--- src/rtl/bcd_digit_converter.sv ---
// bcd_digit_converter
//
// Sequential binary-to-BCD converter using the shift-add-3 (double dabble)
// method, one input bit per clock. Feeds per-digit seven-segment decoders;
// code 4'hF is used to darken a digit (blanked leading zero or overflow).
//
// Handshake: a conversion is accepted on a rising edge where start=1 and
// the FSM is in IDLE. busy is high from the accepting edge until done
// drops. done is a one-cycle pulse that coincides with the update of
// bcd_out/overflow; start seen while a conversion runs is dropped.
//
// Ports:
//   clk         - clock, rising edge active
//   rst         - asynchronous, active-high reset
//   start       - conversion request
//   bin_in      - unsigned value to convert (WIDTH bits)
//   blank_zeros - darken leading zero digits (digit 0 is always shown)
//   busy        - conversion in progress (including the done cycle)
//   done        - one-cycle pulse, bcd_out/overflow freshly updated
//   overflow    - last converted value did not fit in DIGITS digits
//   bcd_out     - DIGITS x 4-bit codes, digit 0 in bits [3:0]

module bcd_digit_converter #(
    parameter int WIDTH  = 8,
    parameter int DIGITS = 3
) (
    input  logic                  clk,
    input  logic                  rst,
    input  logic                  start,
    input  logic [WIDTH-1:0]      bin_in,
    input  logic                  blank_zeros,
    output logic                  busy,
    output logic                  done,
    output logic                  overflow,
    output logic [4*DIGITS-1:0]   bcd_out
);

    localparam int BW = 4 * DIGITS;
    localparam int CW = $clog2(WIDTH + 1);

    function automatic logic [63:0] pow10(input int n);
        logic [63:0] r;
        r = 64'd1;
        for (int i = 0; i < n; i++) begin
            r = r * 64'd10;
        end
        return r;
    endfunction

    // Smallest value that does not fit in DIGITS decimal digits.
    localparam logic [63:0] LIMIT = pow10(DIGITS);

    typedef enum logic [1:0] {
        IDLE  = 2'd0,
        SHIFT = 2'd1,
        DONE  = 2'd2
    } state_t;

    state_t            state_q, state_d;
    logic [WIDTH-1:0]  shift_q, shift_d;
    logic [BW-1:0]     scratch_q, scratch_d;
    logic [CW-1:0]     cnt_q, cnt_d;
    logic              blank_q, blank_d;
    logic              ovf_flag_q, ovf_flag_d;
    logic [BW-1:0]     bcd_q, bcd_d;
    logic              overflow_q, overflow_d;
    logic              done_q, done_d;

    logic [BW-1:0]       adj;
    logic [BW+WIDTH-1:0] cat;
    logic [BW-1:0]       final_bcd;
    logic                lead_zero;

    // Add-3 correction on every digit >= 5, then shift the concatenated
    // {scratch, shift} register left by one. The bit leaving the top of
    // the scratch register is a carry beyond DIGITS and is dropped; the
    // overflow flag computed at capture time covers that case.
    always_comb begin
        adj = '0;
        for (int i = 0; i < DIGITS; i++) begin
            if (scratch_q[4*i +: 4] >= 4'd5) begin
                adj[4*i +: 4] = scratch_q[4*i +: 4] + 4'd3;
            end else begin
                adj[4*i +: 4] = scratch_q[4*i +: 4];
            end
        end
        cat = {adj, shift_q} << 1;
    end

    // Leading-zero blanking walks from the most significant digit down and
    // stops at the first nonzero digit; digit 0 is never blanked.
    always_comb begin
        final_bcd = scratch_q;
        lead_zero = blank_q;
        for (int i = DIGITS - 1; i >= 1; i--) begin
            if (lead_zero && (scratch_q[4*i +: 4] == 4'd0)) begin
                final_bcd[4*i +: 4] = 4'hF;
            end else begin
                lead_zero = 1'b0;
            end
        end
        if (ovf_flag_q) begin
            final_bcd = '1;
        end
    end

    always_comb begin
        state_d    = state_q;
        shift_d    = shift_q;
        scratch_d  = scratch_q;
        cnt_d      = cnt_q;
        blank_d    = blank_q;
        ovf_flag_d = ovf_flag_q;
        bcd_d      = bcd_q;
        overflow_d = overflow_q;
        done_d     = 1'b0;
        case (state_q)
            IDLE: begin
                // Acceptance depends on state only, so a start held high is
                // accepted in the same cycle the done pulse is visible.
                if (start) begin
                    shift_d    = bin_in;
                    scratch_d  = '0;
                    cnt_d      = CW'(WIDTH);
                    blank_d    = blank_zeros;
                    ovf_flag_d = (64'(bin_in) >= LIMIT);
                    state_d    = SHIFT;
                end
            end
            SHIFT: begin
                scratch_d = cat[BW+WIDTH-1:WIDTH];
                shift_d   = cat[WIDTH-1:0];
                cnt_d     = cnt_q - CW'(1);
                if (cnt_q == CW'(1)) begin
                    state_d = DONE;
                end
            end
            DONE: begin
                bcd_d      = final_bcd;
                overflow_d = ovf_flag_q;
                done_d     = 1'b1;
                state_d    = IDLE;
            end
            default: begin
                state_d = IDLE;
            end
        endcase
    end

    always_ff @(posedge clk or posedge rst) begin
        if (rst) begin
            state_q    <= IDLE;
            shift_q    <= '0;
            scratch_q  <= '0;
            cnt_q      <= '0;
            blank_q    <= 1'b0;
            ovf_flag_q <= 1'b0;
            bcd_q      <= '1;
            overflow_q <= 1'b0;
            done_q     <= 1'b0;
        end else begin
            state_q    <= state_d;
            shift_q    <= shift_d;
            scratch_q  <= scratch_d;
            cnt_q      <= cnt_d;
            blank_q    <= blank_d;
            ovf_flag_q <= ovf_flag_d;
            bcd_q      <= bcd_d;
            overflow_q <= overflow_d;
            done_q     <= done_d;
        end
    end

    assign busy     = (state_q != IDLE) || done_q;
    assign done     = done_q;
    assign overflow = overflow_q;
    assign bcd_out  = bcd_q;

endmodule

--- config.mk ---
export PLATFORM = sky130hd
export DESIGN_NAME = bcd_digit_converter
export DESIGN_NICKNAME = d
export VERILOG_FILES = /design/src/rtl/bcd_digit_converter.sv
export SDC_FILE = /design/constraint.sdc
export NUM_CORES = 1
export LEC_CHECK = 0
export ABC_AREA = 0
export CAP_MARGIN = 20
export CORE_MARGIN = 1.5
export CORE_UTILIZATION = 58
export CTS_CLUSTER_SIZE = 40
export DETAILED_ROUTE_END_ITERATION = 6
export PLACE_DENSITY_LB_ADDON = 0.15
export SYNTH_ARGS = -nofsm -noshare
export SYNTH_HDL_FRONTEND = slang
export SYNTH_SLANG_ARGS = --single-unit
--- constraint.sdc ---
create_clock -name clk -period 3 [get_ports clk]
set_input_delay 0.6 -clock clk [delete_from_list [all_inputs] [get_ports clk]]
set_output_delay 0.6 -clock clk [all_outputs]
set_load 0.01 [all_outputs]
# Word-level counts from Yosys, hierarchy flattened
# Index checks and enable logic that the tools add are counted.
[totals] mem_bits_rw=0 out_inout_bits=15 latch_bits=0 mem_bits_ro=0 n_memories=0 inputBits=12 elab_cells=46 reg_bits=40
[op_classes] n_lt_le_gt_ge=3 reduce_logical=11 mux=16 bitwise_logic=0 n_addsub=4 eq_ne=5 div=0 shifts=0 n_mul=0
[op_table] op="one-hot mux 12 bit (2 select lines)" n=1
[op_table] op="2-to-1 mux 4 bit" n=5
[op_table] op="one-hot mux 8 bit (2 select lines)" n=1
[op_table] op="greater-or-equal comparator 4 x 3 -> 1 bit (second input constant)" n=3
[op_table] op="2-to-1 mux 12 bit" n=1
[op_table] op="adder 4 x 2 -> 4 bit (second input constant)" n=2
[op_table] op="logical NOT 4 bit" n=2
[op_table] op="2-to-1 mux 8 bit" n=1
[op_table] op="one-hot mux 4 bit (2 select lines)" n=1
[op_table] op="AND reduction 2 bit" n=3
[op_table] op="equality test 4 x 1 -> 1 bit (second input constant)" n=1
[op_table] op="2-to-1 mux 2 bit" n=2
[op_table] op="inequality test 2 bit (second input constant)" n=2
[op_table] op="one-hot mux 2 bit (2 select lines)" n=1
[op_table] op="nonzero test 2 bit" n=2
[op_table] op="subtractor 4 x 1 -> 4 bit (second input constant)" n=1
[op_table] op="adder 3 x 2 -> 3 bit (second input constant)" n=1
[op_table] op="2-to-1 mux 3 bit" n=1
[op_table] op="equality test 2 x 1 -> 1 bit (second input constant)" n=1
[op_table] op="equality test 2 bit (second input constant)" n=1
[op_table] op="logical AND 1 bit" n=2
[op_table] op="logical NOT 2 bit" n=1
[op_table] op="2-to-1 mux 1 bit" n=2
[op_table] op="logical OR 1 bit" n=1

# Longest topological paths before layout
# Gate-level depths: netlist of run 1.
[logic_depth] ltp_word=5 mapped_depth=6 ltp_nobuf=6

# Worst setup path after synthesis of run 1
# Ideal clock, no wire load.
[synth_path] kind="register to output" from="register state_q[1]" to="output port busy" path_slack_ns=1.378 t_required_ns=2.400 t_arrival_ns=1.022 path_stages_with_launch=3 cell_sequence="dfrtp_1 > clkbuf_1 > or3_1"
[synth_via] elab_chain_len=2
[synth_rtl] item="start, declared" line_no="59" source="state_t state_q, state_d;"
[synth_rtl] item="start signal, assigned" line_no="162" source="state_q <= state_d;"
[synth_rtl] item="nonzero test 2 bit" line_no="174" source="assign busy = (state_q != IDLE) || done_q;"
[synth_rtl] item="logical OR 1 bit" line_no="174"
[synth_rtl] item="end, declared" line_no="32" source="output logic busy,"
# No other way between the ends.

# Worst setup path in the final report of run 1
# Same ends and word-level chain as after synthesis.

==> results_dict.tcl, run 1 <==
set metrics [dict create \
    drtIter0Drc 60 \
    grt_usage_pct 22.5 \
    n_antenna_cell 0 \
    ff2ff_path_depth 4 \
    grt_max_degree 41 \
    hold_path_class "reg -> reg" \
    path_clk_slew_ps 110 \
    detail-route-antenna-nets 0 \
    min_to "bcd_out[5]" \
    place.gp.congestion 0.774 \
    overflow 0 \
    first_pass_iters 4 \
    max-vdd-ir-drop_uv 589 \
    yosys_warnings 0 \
    r2r-start "state_q[1]" \
    finalHoldViolations 0 \
    cp.required_ps 2400 \
    drive_above_1_share_pct 12.7 \
    io_pins 27 \
    cp_max_fo 18 \
    cts_tree "yes" \
    die_y_um 61.2 \
    finalWirelength_um 3650 \
    pwr-share-seq_pct 41.4 \
    powerDensity_nw_per_um2 1010 \
    cts_hold_buffers 0 \
    via_count 1429 \
    slew_viol_final 0 \
    dp.final_hpwl_um 2580 \
    cpPeakStageDelay_ps 560 \
    fin_crit_ps 2400 \
    wl_per_cell_um 13.8 \
    start_util_pct 62.8 \
    worstHoldStart "bcd_out[5]" \
    status "finished clean" \
    worstPathArrival_ps 1800 \
    chipWidth_um 61.2 \
    period_share_pct 79.9 \
    seq_area_um2 1020 \
    synth_area_leader_cell "dfrtp_1" \
    synth-seq-cells 40 \
    std_cell_rows 20 \
    syn_area_um2 1960 \
    p_switching_uw 877 \
    worstMarginPinSlew_ps 642 \
    first_global_vias 1381 \
    drc 0 \
    crit_chain "or3_1 -> clkdlybuf4s50_1" \
    dieArea_um2 3740 \
    fin_nets 242 \
    post_cts.repair.setup_buffers 0 \
    multi_input_area_um2 850 \
    io_buffers 25 \
    fmax_mhz 417 \
    endpoint_kind "output pin" \
    synth_cell_type_count 32 \
    grt_setup_unrepaired "no" \
    clock_path_buffers 2 \
    path_class "reg -> out" \
    synth_nets 217 \
    synth.top_cell.area_share_pct 35.7 \
    fill_cells 240 \
    cap_viol_max_count 0 \
    swShare_pct 37.7 \
    area_growth_pct 17.3 \
    clock_latency_ps 340 \
    holdPathStages 2 \
    setup_ws_ps 602 \
    grt_pass1_wl_um 6180 \
    internal_power_uw 1450 \
    cts_resized 0 \
    setup_violations 0 \
    cts_root_buf "clkbuf_4" \
    cts.sinks 40 \
    final_area_um2 2300 \
    synthesis.instances 195 \
    routed_via_density 5.39 \
    syn_avg_cell_area_um2 10.1 \
    timing.clock.skew_ps 5.68 \
    tns_ps 0 \
    cp_top_family "flip-flops" \
    placedInstanceArea_um2 2230 \
    yosys-top-cells-area "dfrtp_1 (36%), dfstp_2 (16%), ha_1 (6.4%)" \
    cts_buffers 5 \
    pwr-share-clk_pct 13.1 \
    pwr-share-comb_pct 45.5 \
    dp_slack_ps 973 \
    htree_levels 2 \
    slew_headroom_pct 57.2 \
    antenna_found_initial 0 \
    r2r_setup_slack_ps 1340 \
    leakage_uw 0.00101 \
    critPathBufInv 1 \
    timing.rr.end "bcd_out[6]" \
    ys_seq_area_share_pct 51.8 \
    fp.coreArea_um2 3130 \
    critPathLaunchType "flop" \
    cpMaxStageDelayCell "dfrtp_1" \
]
## metrics by stage
stage / std cells / util (%) / hold WS (ps) / total power, uW
2_1_floorplan: 195 / - / 448 / 1710
3_3_place_gp: 257 / 71.4 / 441 / 1960
3_5_place_dp: 257 / 71.4 / 445 / 2030
4_1_cts: 265 / 73.6 / 461 / 2340
6_report: 265 / 73.6 / 457 / 2330
5_1_grt: 265 / 73.6 / 476 / 2520
## Yosys cell counts, drive strengths merged
library cell / number
o31ai: 3
dfrtp: 28
o22ai: 6
buf: 8
nand2b: 5
nor3: 1
a22o: 4
nand3b: 1
nor3b: 9
and3: 2
mux2: 4
xnor2: 3
a31oi: 1
nand2: 25
nor2: 11
conb: 1
and4bb: 1
a32o: 3
o21ai: 23
or2: 1
clkbuf: 2
mux2i: 3
nor2b: 1
a21oi: 14
inv: 11
or3: 2
dfstp: 12
ha: 10
## metal layers
layer / wire, um / global-route usage [%] / vias to the layer above
met2: 1790 / 35.1 / 38
met4: 68 / 11.2 / 0
met5: 0 / 0 / -
met3: 142 / 5.04 / 9
li1: - / - / 723
met1: 1650 / 29.8 / 659
## worst register-to-register path, delay by kind of cell (launching register included)
family | cells | cell delay [ps]
and+or+nand+nor | 2 | 540
buffers and inverters | 1 | 300
AOI/OAI and AO/OA | 1 | 130
DFF | 1 | 630
## cell families after synthesis
group           share of synthesized area (%)
buf+inv                                  4.97
mux                                      4.02
xor+xnor                                 1.34
other cells                             0.191
fa+ha+maj                                6.37
compound gates                           16.1
flops                                    51.8
simple gates                             15.2
## cell usage in the layout (no fill, tap or decap), drive strengths merged
| cell | netlist | routed |
|---|---|---|
| or3 | 2 | 2 |
| nand3b | 1 | 1 |
| clkdlybuf4s50 | 0 | 25 |
| a21oi | 14 | 14 |
| and4bb | 1 | 1 |
| clkbuf | 2 | 8 |
| a32o | 3 | 3 |
| or2 | 1 | 1 |
| nand2b | 5 | 5 |
| nor2b | 1 | 1 |
| xnor2 | 3 | 3 |
| dfstp | 12 | 12 |
| a31oi | 1 | 1 |
| ha | 10 | 10 |
| nor2 | 11 | 11 |
| buf | 8 | 3 |
| nor3b | 9 | 9 |
| nand2 | 25 | 25 |
| a22o | 4 | 4 |
| inv | 11 | 11 |
| mux2 | 4 | 4 |
| and3 | 2 | 2 |
| o31ai | 3 | 3 |
| mux2i | 3 | 3 |
| o21ai | 23 | 23 |
| o22ai | 6 | 6 |
| nor3 | 1 | 1 |
| conb | 1 | 1 |
| dfrtp | 28 | 28 |
## power by group through the flow
stage	sequential, uW	clock [uW]	combinational, uW
3_3_place_gp	959	0	1000
2_1_floorplan	966	0	743
5_1_grt	994	333	1190
4_1_cts	965	310	1070
6_report	964	305	1060
3_5_place_dp	976	0	1060
## sequential cells by signal (all words and copies together), names as in the netlist
name and count:
bcd_out 12, blank_q 1, cnt_q 4, done 1, scratch_q 12, shift_q 8, state_q 2
## how the worst max path moves through the flow
stage,slack (ps),start,endpoint,cells after the start
3_5_place_dp,970,state_q[1],busy,2
5_1_grt,500,state_q[1],busy,2
6_report,600,state_q[1],busy,2
3_3_place_gp,980,state_q[1],busy,2
2_1_floorplan,1380,state_q[1],busy,2
4_1_cts,590,state_q[1],busy,2
## cell type report
cell class / instances / area share [%]
Timing Repair Buffer: 28 / 11.8
Multi-Input combinational cell: 134 / 36.9
Sequential cell: 40 / 44.1
Inverter: 11 / 1.79
Clock buffer: 8 / 2.99
Tap cell: 44 / 2.39
Note: power is estimated with default switching activity, not from simulation.
==> run 2: changes to the inputs <==
Settings changed: CORE_UTILIZATION 58 to 54.
Clock period 3 ns to 2.22 ns, I/O delays scaled along.
==> results_dict.tcl, run 2 (synthesis results as in run 1) <==
set metrics [dict create \
    timing.clock.skew_ps 9.78 \
    powerDensity_nw_per_um2 1340 \
    slew_headroom_pct 59.0 \
    fin_util_pct 67.2 \
    cpPeakStageDelay_ps 490 \
    final_common_cell "dfrtp_1" \
    detail-route-antenna-nets 0 \
    crit_chain "or3_1 -> clkdlybuf4s50_1" \
    cpMaxStageDelayCell "clkdlybuf4s50_1" \
    post_cts.repair.setup_buffers 0 \
    cp_max_fo 2 \
    period_share_pct 91.2 \
    chipWidth_um 63.3 \
    finalHoldViolations 0 \
    wl_per_cell_um 13.6 \
    path_class "reg -> out" \
    grt_usage_pct 20.6 \
    final_cell_mix "dfrtp_1 (28), nand2_1 (25), clkdlybuf4s50_1 (25)" \
    max-vdd-ir-drop_uv 659 \
    fp.coreArea_um2 3420 \
    placedInstanceArea_um2 2240 \
    cap_viol_max_count 0 \
    via_count 1468 \
    clock_latency_ps 340 \
    antenna_found_initial 0 \
    path_clk_slew_ps 100 \
    drtIter0Drc 46 \
    endpoint_kind "output pin" \
    fin_crit_ps 2020 \
    io_buffers 25 \
    htree_levels 2 \
    dieArea_um2 4010 \
    tns_ps 0 \
    grt_setup_unrepaired "no" \
    drive_above_1_share_pct 12.6 \
    cts_tree "yes" \
    n_antenna_cell 0 \
    worstPathArrival_ps 1580 \
    timing.hold.ws_ps 456 \
    cts_hold_buffers 0 \
    grt_max_degree 41 \
    slew_viol_final 0 \
    clock_path_buffers 2 \
    fmax_mhz 494 \
    std_cell_rows 21 \
    dp.final_hpwl_um 2670 \
    start_util_pct 57.5 \
    status "finished clean" \
    final_area_um2 2290 \
    first_global_vias 1433 \
    hold_path_class "reg -> reg" \
    routed_via_density 5.48 \
    overflow 0 \
    cts_buffers 5 \
    drc 0 \
    cts.sinks 40 \
    io_pins 27 \
    grt_pass1_wl_um 6470 \
    leakage_uw 0.00101 \
    cts_root_buf "clkbuf_4" \
    area_growth_pct 16.9 \
    final_cells 268 \
    dp.cells 260 \
    die_y_um 63.3 \
    critPathLaunchType "flop" \
    finalWirelength_um 3640 \
    worstMarginPinSlew_ps 615 \
    cp.required_ps 1780 \
    fin_nets 243 \
    setup_violations 0 \
    cts_resized 0 \
    first_pass_iters 4 \
    place.gp.congestion 0.783 \
]
## run 2: cell types whose count changed in the layout (fill, tap and decap cells not counted)
cell	previous run	this run
clkbuf_1	1	2
buf_4	3	4
clkinv_2	0	1
clkbuf_8	2	0
## run 2: per-layer routing
layer	vias to the layer above	part of all wire, %	track usage [%]	wire [um]
met1	701	45	24.3	1620
met2	40	50	36.8	1820
met4	0	0.94	6.52	34
met5	-	0	0	0
met3	4	4.3	5.18	158
li1	723	-	-	-
## run 2: worst paths after layout
| path | from | end | slack [ps] | cells past startpoint |
|---|---|---|---|---|
| max | state_q[1] | busy | 200 | 2 |
| min reg2reg | bcd_out[5] | bcd_out[5] | 460 | 2 |
| max reg2reg | state_q[0] | bcd_out[3] | 600 | 3 |
| min | bcd_out[5] | bcd_out[5] | 460 | 2 |
| max in group asynchronous | rst | bcd_out[3] | 1320 | 3 |
| min in group asynchronous | rst | state_q[0] | 530 | 3 |
## run 2: power by group
group	switching [uW]	internal, uW	total (uW)	leakage (uW)
combinational	741	702	1440	0.000498
clock	221	124	345	0.0000293
sequential	211	1080	1290	0.000479
total	1170	1900	3080	0.00101
## run 2: critical path, delay by kind of cell, from the launching register on
family	cells	cell delay (ps)
buffers and inverters	1	490
and+or+nand+nor	1	370
DFF	1	390
## run 2: through the flow
stage                     setup slack, ps  total power [uW]
final                                 196              3080
after global routing                  123              3350
after CTS                             170              3100
after detailed placement              404              2750
after global placement                436              2660
after floorplan                       754              2310
## run 2: cell type report
class,count,area (um^2)
flip-flops and latches,40,1020
inverters,11,41.3
multi-input cells,134,850
fillers,276,1120
clock inverters,1,5.00
repair buffers,29,280
clock buffers,7,45.0
well taps,46,57.6
==> run 3: changes to the inputs <==
--- a/config.mk
+++ b/config.mk
@@ -13,4 +13,5 @@
 export DETAILED_ROUTE_END_ITERATION = 6
 export PLACE_DENSITY_LB_ADDON = 0.15
+export RECOVER_POWER = 50
 export SYNTH_ARGS = -nofsm -noshare
 export SYNTH_HDL_FRONTEND = slang
==> constraint.sdc (replaced) <==
create_clock -name clk -period 2.22 [get_ports clk]
set_input_delay 0.333 -clock clk [delete_from_list [all_inputs] [get_ports clk]]
set_output_delay 0.333 -clock clk [all_outputs]
set_load 0.01 [all_outputs]
==> results_dict.tcl, run 3 (synthesis results as in run 1) <==
set metrics [dict create \
    fin_nets 244 \
    cts_tree "yes" \
    crit_chain "or3_1 -> clkdlybuf4s50_1" \
    path_class "reg -> out" \
    io_buffers 25 \
    multi_input_area_um2 847 \
    holdPathStages 2 \
    r2r-start "state_q[1]" \
    max-vdd-ir-drop_uv 663 \
    clock_path_buffers 2 \
    via_count 1476 \
    final_cell_mix "dfrtp_1 (28), nand2_1 (25), clkdlybuf4s50_1 (24)" \
    grt_usage_pct 20.2 \
    area_growth_pct 17.2 \
    drive_above_1_share_pct 12.6 \
    place.gp.congestion 0.803 \
    worstHoldStart "bcd_out[7]" \
    detail-route-antenna-nets 0 \
    first_global_vias 1433 \
    fill_cells 293 \
    post_cts.repair.setup_buffers 0 \
    cts_hold_buffers 0 \
    final_area_um2 2300 \
    dp.cells 261 \
    chipWidth_um 63.3 \
    critPathLaunchType "flop" \
    setup_violations 0 \
    dieArea_um2 4010 \
    first_pass_iters 4 \
    grt_pass1_wl_um 6220 \
    slew_viol_final 0 \
    antenna_found_initial 0 \
    fin_util_pct 67.4 \
    fin_crit_ps 1910 \
    grt_max_degree 41 \
    io_pins 27 \
    placedInstanceArea_um2 2250 \
    leakage_uw 0.00101 \
    grt_setup_unrepaired "no" \
    std_cell_rows 21 \
    drc 0 \
    fmax_mhz 523 \
    worstMarginPinSlew_ps 931 \
    cts_buffers 5 \
    seq_area_um2 1020 \
    endpoint_kind "output pin" \
    status "finished clean" \
    cts_resized 0 \
    finalWirelength_um 3570 \
    powerDensity_nw_per_um2 1340 \
    wl_per_cell_um 13.3 \
    htree_levels 2 \
    tns_ps 0 \
    cap_viol_max_count 0 \
    drtIter0Drc 92 \
    timing.rr.end "scratch_q[10]" \
    cp.required_ps 1890 \
    final_common_cell "dfrtp_1" \
    clock_latency_ps 340 \
    cpMaxStageDelayCell "clkdlybuf4s50_1" \
    ff2ff_path_depth 3 \
    overflow 0 \
    period_share_pct 86.2 \
    final_cells 269 \
    min_to "bcd_out[7]" \
    r2r_setup_slack_ps 370 \
    hold_path_class "reg -> reg" \
    cpPeakStageDelay_ps 480 \
    fp.coreArea_um2 3420 \
    finalHoldViolations 0 \
    cts.sinks 40 \
    cp_max_fo 2 \
    slew_headroom_pct 38.0 \
    n_antenna_cell 0 \
    timing.clock.skew_ps 7.49 \
    cts_root_buf "clkbuf_4" \
    routed_via_density 5.49 \
    path_clk_slew_ps 110 \
    die_y_um 63.3 \
    start_util_pct 57.5 \
    worstPathArrival_ps 1580 \
    dp.final_hpwl_um 2600 \
]
[run 3: cell types whose count changed in the layout (fill, tap and decap cells not counted), sizes merged]
cell           before  now
dlygate4sd3         0    1
clkdlybuf4s50      25   24
clkbuf              7    9
clkinv              1    2
buf                 4    2
[run 3: through the flow]
stage	worst slack (ps)	hold WS, ps	total power [uW]
3_3_place_gp	545	442	2670
5_1_grt	217	481	3360
2_1_floorplan	831	448	2310
6_report	307	460	3080
3_5_place_dp	514	445	2740
4_1_cts	291	424	3120
[run 3: worst max path at each step]
stage,startpoint,cells after the start,slack (ps),endpoint
2_1_floorplan,scratch_q[4],6,830,scratch_q[6]
3_3_place_gp,start,4,550,blank_q
4_1_cts,state_q[1],2,290,busy
3_5_place_dp,start,4,510,blank_q
5_1_grt,state_q[1],4,220,shift_q[2]
6_report,state_q[1],2,310,busy
[run 3: power breakdown]
| group | total, uW | internal [uW] | leakage [uW] | switching [uW] |
|---|---|---|---|---|
| clock network | 380 | 151 | 0.0000380 | 229 |
| registers | 1290 | 1080 | 0.000479 | 210 |
| logic | 1420 | 686 | 0.000492 | 730 |
[run 3: routing by layer]
metal / track usage, % / vias to the layer above / wire length [um]
li1: - / 721 / -
met3: 5.00 / 6 / 134
met1: 24.1 / 720 / 1570
met5: 0 / - / 0
met4: 8.42 / 0 / 52
met2: 34.7 / 29 / 1800
[run 3: area by class of cell]
cell class	count	area share, %
Tap cell	46	2.50
Inverter	11	1.79
Clock inverter	2	0.435
Timing Repair Buffer	30	12.1
Sequential cell	40	44.2
Clock buffer	6	2.23
Multi-Input combinational cell	134	36.8
[run 3: critical path, delay by kind of cell, from the launching register on]
kind                   cells  cell delay (ps)
flip-flops                 1              390
AND/OR/NAND/NOR            1              370
buffers and inverters      1              480
